$ cat config.mk
export PLATFORM = sky130hd
export DESIGN_NAME = csc_stream_arb_flat
export DESIGN_NICKNAME = d
export VERILOG_FILES = /design/src/rtl/stream_pkg.sv /design/src/rtl/csc_stream_arb_if.sv /design/src/rtl/rr_pick.sv /design/src/rtl/csc_stream_arb.sv /design/src/flat_wrapper.sv
export SDC_FILE = /design/constraint.sdc
export NUM_CORES = 1
export LEC_CHECK = 0
export ABC_AREA = 1
export CAP_MARGIN = 20
export CELL_PAD_IN_SITES_DETAIL_PLACEMENT = 0
export CELL_PAD_IN_SITES_GLOBAL_PLACEMENT = 1
export CORE_MARGIN = 2
export CORE_UTILIZATION = 23
export DETAILED_ROUTE_END_ITERATION = 8
export PLACE_DENSITY_LB_ADDON = 0.2
export SLEW_MARGIN = 10
export SYNTH_ARGS = -nofsm -noshare
export SYNTH_HDL_FRONTEND = slang
export SYNTH_SLANG_ARGS = --single-unit
$ cat constraint.sdc
create_clock -name clk -period 2.1 [get_ports clk]
set_input_delay 0.42 -clock clk [delete_from_list [all_inputs] [get_ports clk]]
set_output_delay 0.42 -clock clk [all_outputs]
set_load 0.02 [all_outputs]
$ cat src/rtl/stream_pkg.sv
// rtl/stream_pkg.sv - shared flag positions, flag typedefs and arbiter state enum
package stream_pkg;
    localparam int MF_A = 3;
    localparam int MF_F = 2;
    localparam int MF_L = 1;
    localparam int MF_V = 0;
    localparam int SF_BUSY = 0;

    typedef logic [3:0] mflags_t;
    typedef logic [1:0] sflags_t;

    typedef enum logic {
        IDLE = 1'b0,
        LOCK = 1'b1
    } arb_state_t;
endpackage

$ cat src/rtl/csc_stream_arb_if.sv
// rtl/csc_stream_arb_if.sv - requester-side and csc-side stream bundle of the arbiter
interface csc_stream_arb_if #(
    parameter int W  = 16,
    parameter int N  = 4,
    parameter int TW = $clog2(N)
) ();
    import stream_pkg::*;

    logic [N*W-1:0] uc_d0;
    logic [N*W-1:0] uc_d1;
    logic [N*W-1:0] uc_d2;
    logic [N*4-1:0] uc_mflags;
    logic [N*2-1:0] cu_sflags;
    logic [W-1:0]   cd_d0;
    logic [W-1:0]   cd_d1;
    logic [W-1:0]   cd_d2;
    mflags_t        cd_mflags;
    logic [TW-1:0]  cd_tag;
    sflags_t        dc_sflags;

    modport master (
        output uc_d0, uc_d1, uc_d2, uc_mflags, dc_sflags,
        input  cu_sflags, cd_d0, cd_d1, cd_d2, cd_mflags, cd_tag
    );

    modport slave (
        input  uc_d0, uc_d1, uc_d2, uc_mflags, dc_sflags,
        output cu_sflags, cd_d0, cd_d1, cd_d2, cd_mflags, cd_tag
    );
endinterface

$ cat src/rtl/rr_pick.sv
// rtl/rr_pick.sv - combinational round-robin first-one finder starting at ptr
module rr_pick #(
    parameter int N  = 4,
    parameter int TW = $clog2(N)
) (
    input  logic [N-1:0]  req,
    input  logic [TW-1:0] ptr,
    output logic          valid,
    output logic [TW-1:0] idx
);
    logic [N-1:0] rot;
    logic [TW:0]  sum;

    // Rotate so bit 0 is the requester at ptr; the lowest set bit wins.
    always_comb begin
        rot   = N'({req, req} >> ptr);
        valid = |req;
        idx   = '0;
        sum   = '0;
        for (int k = N - 1; k >= 0; k--) begin
            if (rot[k]) begin
                sum = {1'b0, ptr} + (TW+1)'(k);
                if (sum >= (TW+1)'(N)) begin
                    sum = sum - (TW+1)'(N);
                end
                idx = sum[TW-1:0];
            end
        end
    end
endmodule

$ cat src/rtl/csc_stream_arb.sv
// rtl/csc_stream_arb.sv - packet-granular round-robin arbiter in front of the csc datapath
module csc_stream_arb
    import stream_pkg::*;
#(
    parameter int W  = 16,
    parameter int N  = 4,
    parameter int TW = $clog2(N)
) (
    input  logic                  clk,
    input  logic                  rst_n,
    input  logic [N-1:0]          cfg_en,
    csc_stream_arb_if.slave       bus,
    output logic                  err_orphan
);
    arb_state_t     state;
    logic [TW-1:0]  grant;
    logic [TW-1:0]  rr_ptr;
    logic [TW-1:0]  grant_next;

    logic [N-1:0]   req_vec;
    logic [N-1:0]   orphan_sel;
    logic [N-1:0]   busy;
    logic [2*N-1:0] sflags_v;
    logic           pick_valid;
    logic [TW-1:0]  pick_idx;

    mflags_t        g_mf;
    logic [W-1:0]   g_d0;
    logic [W-1:0]   g_d1;
    logic [W-1:0]   g_d2;
    logic           locked;
    logic           load_en;
    logic           g_xfer;
    logic           orphan_hit;
    logic           unused_sflag;

    assign unused_sflag = bus.dc_sflags[1];

    rr_pick #(.N(N), .TW(TW)) u_pick (
        .req   (req_vec),
        .ptr   (rr_ptr),
        .valid (pick_valid),
        .idx   (pick_idx)
    );

    always_comb begin
        locked     = (state == LOCK);
        load_en    = !bus.cd_mflags[MF_V] || !bus.dc_sflags[SF_BUSY];
        grant_next = (grant == TW'(N - 1)) ? '0 : grant + 1'b1;
        g_mf       = '0;
        g_d0       = '0;
        g_d1       = '0;
        g_d2       = '0;
        req_vec    = '0;
        orphan_sel = '0;
        busy       = '1;
        sflags_v   = '0;
        for (int i = 0; i < N; i++) begin
            req_vec[i] = cfg_en[i] & bus.uc_mflags[i*4 + MF_V] & bus.uc_mflags[i*4 + MF_F];
            if (grant == TW'(i)) begin
                g_mf = bus.uc_mflags[i*4 +: 4];
                g_d0 = bus.uc_d0[i*W +: W];
                g_d1 = bus.uc_d1[i*W +: W];
                g_d2 = bus.uc_d2[i*W +: W];
            end
        end
        // Headless beats from anyone but the lock owner are dropped, lowest index first.
        for (int i = N - 1; i >= 0; i--) begin
            if (bus.uc_mflags[i*4 + MF_V] && !bus.uc_mflags[i*4 + MF_F]
                && !(locked && grant == TW'(i))) begin
                orphan_sel    = '0;
                orphan_sel[i] = 1'b1;
            end
        end
        orphan_hit = |orphan_sel;
        g_xfer     = locked && g_mf[MF_V] && load_en;
        for (int i = 0; i < N; i++) begin
            if (!rst_n) begin
                busy[i] = 1'b1;
            end else if (orphan_sel[i]) begin
                busy[i] = 1'b0;
            end else if (locked && grant == TW'(i)) begin
                busy[i] = !load_en;
            end
            sflags_v[i*2 + SF_BUSY] = busy[i];
        end
    end

    assign bus.cu_sflags = sflags_v;

    always_ff @(posedge clk or negedge rst_n) begin
        if (!rst_n) begin
            state         <= IDLE;
            grant         <= '0;
            rr_ptr        <= '0;
            err_orphan    <= 1'b0;
            bus.cd_d0     <= '0;
            bus.cd_d1     <= '0;
            bus.cd_d2     <= '0;
            bus.cd_mflags <= '0;
            bus.cd_tag    <= '0;
        end else begin
            err_orphan <= orphan_hit;
            case (state)
                IDLE: begin
                    if (pick_valid) begin
                        grant <= pick_idx;
                        state <= LOCK;
                    end
                end
                LOCK: begin
                    if (g_xfer && g_mf[MF_L]) begin
                        rr_ptr <= grant_next;
                        state  <= IDLE;
                    end
                end
                default: state <= IDLE;
            endcase
            if (load_en) begin
                if (g_xfer) begin
                    bus.cd_d0           <= g_d0;
                    bus.cd_d1           <= g_d1;
                    bus.cd_d2           <= g_d2;
                    bus.cd_tag          <= grant;
                    bus.cd_mflags[MF_A] <= g_mf[MF_A];
                    bus.cd_mflags[MF_F] <= g_mf[MF_F];
                    bus.cd_mflags[MF_L] <= g_mf[MF_L];
                    bus.cd_mflags[MF_V] <= 1'b1;
                end else begin
                    bus.cd_mflags <= '0;
                end
            end
        end
    end
endmodule

$ cat src/flat_wrapper.sv
// flat-port wrapper written by rule: the top's interface ports become plain ports
module csc_stream_arb_flat import stream_pkg::*;
#(
    parameter int W  = 16,
    parameter int N  = 4,
    parameter int TW = $clog2(N)
)
  (clk, rst_n, cfg_en, err_orphan, bus_uc_d0, bus_uc_d1, bus_uc_d2, bus_uc_mflags, bus_dc_sflags, bus_cu_sflags, bus_cd_d0, bus_cd_d1, bus_cd_d2, bus_cd_mflags, bus_cd_tag);
  csc_stream_arb_if #(.W(W), .N(N), .TW(TW)) bus_i ();
  input  logic clk;
  input  logic rst_n;
  input  logic [N-1:0] cfg_en;
  output logic err_orphan;
  input wire logic [$bits(bus_i.uc_d0)-1:0] bus_uc_d0;
  input wire logic [$bits(bus_i.uc_d1)-1:0] bus_uc_d1;
  input wire logic [$bits(bus_i.uc_d2)-1:0] bus_uc_d2;
  input wire logic [$bits(bus_i.uc_mflags)-1:0] bus_uc_mflags;
  input wire logic [$bits(bus_i.dc_sflags)-1:0] bus_dc_sflags;
  output wire logic [$bits(bus_i.cu_sflags)-1:0] bus_cu_sflags;
  output wire logic [$bits(bus_i.cd_d0)-1:0] bus_cd_d0;
  output wire logic [$bits(bus_i.cd_d1)-1:0] bus_cd_d1;
  output wire logic [$bits(bus_i.cd_d2)-1:0] bus_cd_d2;
  output wire logic [$bits(bus_i.cd_mflags)-1:0] bus_cd_mflags;
  output wire logic [$bits(bus_i.cd_tag)-1:0] bus_cd_tag;
  assign bus_i.uc_d0 = bus_uc_d0;
  assign bus_i.uc_d1 = bus_uc_d1;
  assign bus_i.uc_d2 = bus_uc_d2;
  assign bus_i.uc_mflags = bus_uc_mflags;
  assign bus_i.dc_sflags = bus_dc_sflags;
  assign bus_cu_sflags = bus_i.cu_sflags;
  assign bus_cd_d0 = bus_i.cd_d0;
  assign bus_cd_d1 = bus_i.cd_d1;
  assign bus_cd_d2 = bus_i.cd_d2;
  assign bus_cd_mflags = bus_i.cd_mflags;
  assign bus_cd_tag = bus_i.cd_tag;
  csc_stream_arb #(.W(W), .N(N), .TW(TW)) u_core (.clk(clk), .rst_n(rst_n), .cfg_en(cfg_en), .bus(bus_i), .err_orphan(err_orphan));
endmodule
==> impl_metrics.yaml, run 1 <==
floorplanning:
  fp-row-count: 48
  fp.dieH_microns: 137
  design.die.area_sq_um: 18700
  dieWidth_microns: 137
  floorplan.io_pins: 279
  start_util_pct: 23.5
  core-area_sq_um: 17200
drt:
  detail_route.wl_per_cell_microns: 15.9
  detail_route.first_pass.iterations: 5
  total_length_of_routed_wires_microns: 17500
  routed_via_density: 4.60
  num_vias: 5047
  drc_errors: 0
  drtAntennaViolNets: 0
  drtIter0Drc: 252
synth:
  fraction_of_synthesized_area_in_multiplexers_pct: 0
  netlist.area_leader.share_pct: 37.1
  synthTopCellsByCount: "nand2_1, dfrtp_1, nor2_1"
  synth_compound_gate_area_share_pct: 25.1
  synthCells: 583
  synth_top_cell_by_area: "dfrtp_1"
  synth_area_leaders: "dfrtp_1, nand2_1, a22oi_1"
  synth_cell_types: 29
  synth_edf_count: 0
  avgSynthCellArea_sq_um: 6.94
  yosysMostFrequentCell: "nand2_1"
  synth_simple_gate_area_share_pct: 28.0
  synth_area_sq_um: 4040
  ys_seq_elements: 60
  yosys_warnings: 0
  synthArstFlopShare_pct: 100
  seq_area_frac_synth_pct: 37.1
  area_share_of_xor_xnor_cells_in_the_synthesized_design_pct: 0.217
  synth_ff_type: "dfrtp_1"
  synth_fa_ha_area_share_pct: 1.24
  largest_family_of_logic_cells_by_synthesized_area: "simple AND/OR/NAND/NOR gates"
sta:
  finalWorstSetupSlack_ns: -0.0903
  fin_crit_sh_pct: 104
  timing.final.max_slew_violations: 0
  final_hold_viol_count: 0
  timing_worst_slew_pin_value_ns: 0.832
  unrepaired_setup_endpoints_after_global_routing: "true"
  final-setup-viol-count: 16
  clock-skew-final_ns: 0.00551
  maxSlewHeadroom_pct: 44.6
  max_clock_freq_ghz: 0.457
  timing.hold.ws_ns: 0.409
  timing.final.crit_period_ns: 2.19
placed_design:
  gpl.final_weighted_congestion: 0.851
  post-place-cells: 1073
  hpwlAfterDp_microns: 12800
  port_bufs: 273
cts:
  clk-insertion-delay-late_ns: 0.33
  cts.sinks: 60
  clk_transition_reported_paths_ns: 0.05
  cts_htree_levels: 3
  cts_root_buffer: "clkbuf_16"
  cts-buffers-inserted: 9
  postCtsHoldBufs: 0
  ctsLongestPathBuffers: 2
  clock_tree_from_tritoncts: "done"
critical_path:
  timing.critical_path.fanout_max: 3
  path_class: "reg2out"
  critPathLaunchType: "register"
  critical_path_required_ns: 1.68
  timing.critical_path.slowest_cell_delay_ns: 0.39
  crit_path_dat_ns: 1.77
  critPathTopFamily: "buffers and inverters"
  critPathBufInv: 3
  critPathSlowestCell: "dfrtp_1"
  cp_cell_sequence: "buf_4 -> buf_4 -> ha_2 -> nand2_1 -> nand4_1 -> o21ai_1 -> nand2_1 -> buf_6"
  endpoint_kind: "output pin"
pwr:
  leakage_nw: 3.12
  worst_ir_drop_vdd_mv: 0.689
  total_power_mw: 10.6
  power_per_cell_area_nw_per_um2: 1390
grt:
  grt-ovfl-total: 0
  grt_max_degree: 61
  first_global_vias: 5150
  antenna_found_initial: 0
  grt_pass1_wl_microns: 26600
  gr-usage-all-layers_pct: 18.4
status:
  outcome: "finished, violations left"
  violations: "negative setup slack"
final_layout:
  area.growth.synth_to_final_pct: 87.9
  drive_gt1_share_pct: 9.63
  num_antenna_cells: 0
  final_cells: 1097
  layout.nets: 1088
flow_run:
  max_cap_viol_count: 0
worst_hold_path:
  timing.hold.worst.class: "in2async"
==> sequential cells by signal, indices dropped and copies added (netlist names) <==
signal / count
u_core.locked: 1
u_core.bus.cd_d0: 16
u_core.bus.cd_mflags: 4
u_core.err_orphan: 1
u_core.bus.cd_d2: 16
u_core.bus.cd_tag: 2
u_core.grant: 2
u_core.bus.cd_d1: 16
u_core.rr_ptr: 2
==> cell usage in the layout, fill, tap and decap left out, types with 3 or more instances in the layout <==
cell type / instances
nand2_1: 200
clkdlybuf4s50_1: 268
o21ai_0: 54
dfrtp_1: 60
buf_6: 3
a21oi_1: 5
ha_4: 3
nor2_1: 59
a31oi_1: 49
nand2_2: 6
buf_2: 3
conb_1: 4
clkbuf_16: 9
inv_2: 3
buf_4: 36
clkbuf_8: 3
buf_12: 4
a22oi_1: 48
nand3_1: 16
inv_1: 13
==> worst register-to-register path, stage by stage (launching register included) <==
cell and delay, ns:
dfrtp_1 0.39, buf_4 0.16, ha_4 0.17, buf_4 0.25
nor2_8 0.19, nand2_1 0.06, nand2_1 0.06, nand2_1 0.05
nand2_1 0.06, nand2_2 0.08, inv_6 0.13, bufbuf_16 0.31
a31oi_1 0.10
==> final timing paths <==
kind / start / endpoint / slack [ns] / cells after the start
hold / removal: rst_n / u_core.bus.cd_d2[10] / 0.41 / 2
min in group clk: u_core.bus.cd_tag[0] / u_core.bus.cd_tag[0] / 0.49 / 2
max in group asynchronous: rst_n / u_core.bus.cd_d0[13] / 1.16 / 2
setup reg to reg: u_core.grant[0] / u_core.bus.cd_d2[4] / -0.04 / 12
hold reg to reg: u_core.bus.cd_tag[0] / u_core.bus.cd_tag[0] / 0.49 / 2
setup / recovery: u_core.grant[0] / bus_cu_sflags[6] / -0.09 / 8
==> stage by stage <==
stage | TNS, ns | cell area, sq um | util [%] | worst slack (ns)
floorplan | 0 | 4060 | - | 0.236
global placement | -1.17 | 7150 | 41.5 | -0.373
detailed placement | -1.42 | 7150 | 41.5 | -0.426
CTS | -0.195 | 7600 | 44.1 | -0.103
global route | -6.25 | 7600 | 44.1 | -0.228
finish | -0.345 | 7600 | 44.1 | -0.0903
==> cells by family after synthesis <==
| group | Yosys count |
|---|---|
| and+or+nand+nor | 288 |
| DFF | 60 |
| other | 1 |
| buffers and inverters | 66 |
| AOI/OAI and AO/OA | 163 |
| adders and majority gates | 4 |
| xor gates and xnor gates | 1 |
==> metal layers <==
layer | up-vias | GRT usage [%] | share of wire [%]
met5 | - | 0 | 0
met1 | 2283 | 21.8 | 40
met3 | 27 | 4.15 | 7.6
li1 | 2552 | - | -
met4 | 0 | 7.52 | 2.8
met2 | 185 | 32.1 | 50
==> layout make-up <==
| class | count | area [sq um] |
|---|---|---|
| Clock buffer | 13 | 260 |
| Timing Repair Buffer | 320 | 3190 |
| Multi-Input combinational cell | 460 | 2290 |
| Clock inverter | 2 | 10.0 |
| Fill cell | 1710 | 9640 |
| Tap cell | 225 | 282 |
| Inverter | 17 | 68.8 |
| Sequential cell | 60 | 1500 |
==> what timing repair did <==
action | 4_1_cts | 5_1_grt
endpoints found under the setup margin | 35 | 59
gates cloned | 2 | 0
buffers inserted | 9 | 1
pin swaps | 3 | 4
resized for setup | 34 | 7
endpoints found under the hold margin | 0 | 0
==> where the power goes <==
part	internal (mW)	total, mW	switching, mW
sequential	1.79	2.15	0.366
combinational	3.14	7.07	3.93
clock	0.852	1.36	0.505
total	5.78	10.6	4.80
No activity file was read; power rests on OpenSTA's default activity.
==> inputs of run 2 (changes only) <==
GPL_ROUTABILITY_DRIVEN = 0   (was unset)
==> results of run 2 <==
Final layout, timing and power as in run 1 (identical DEF).
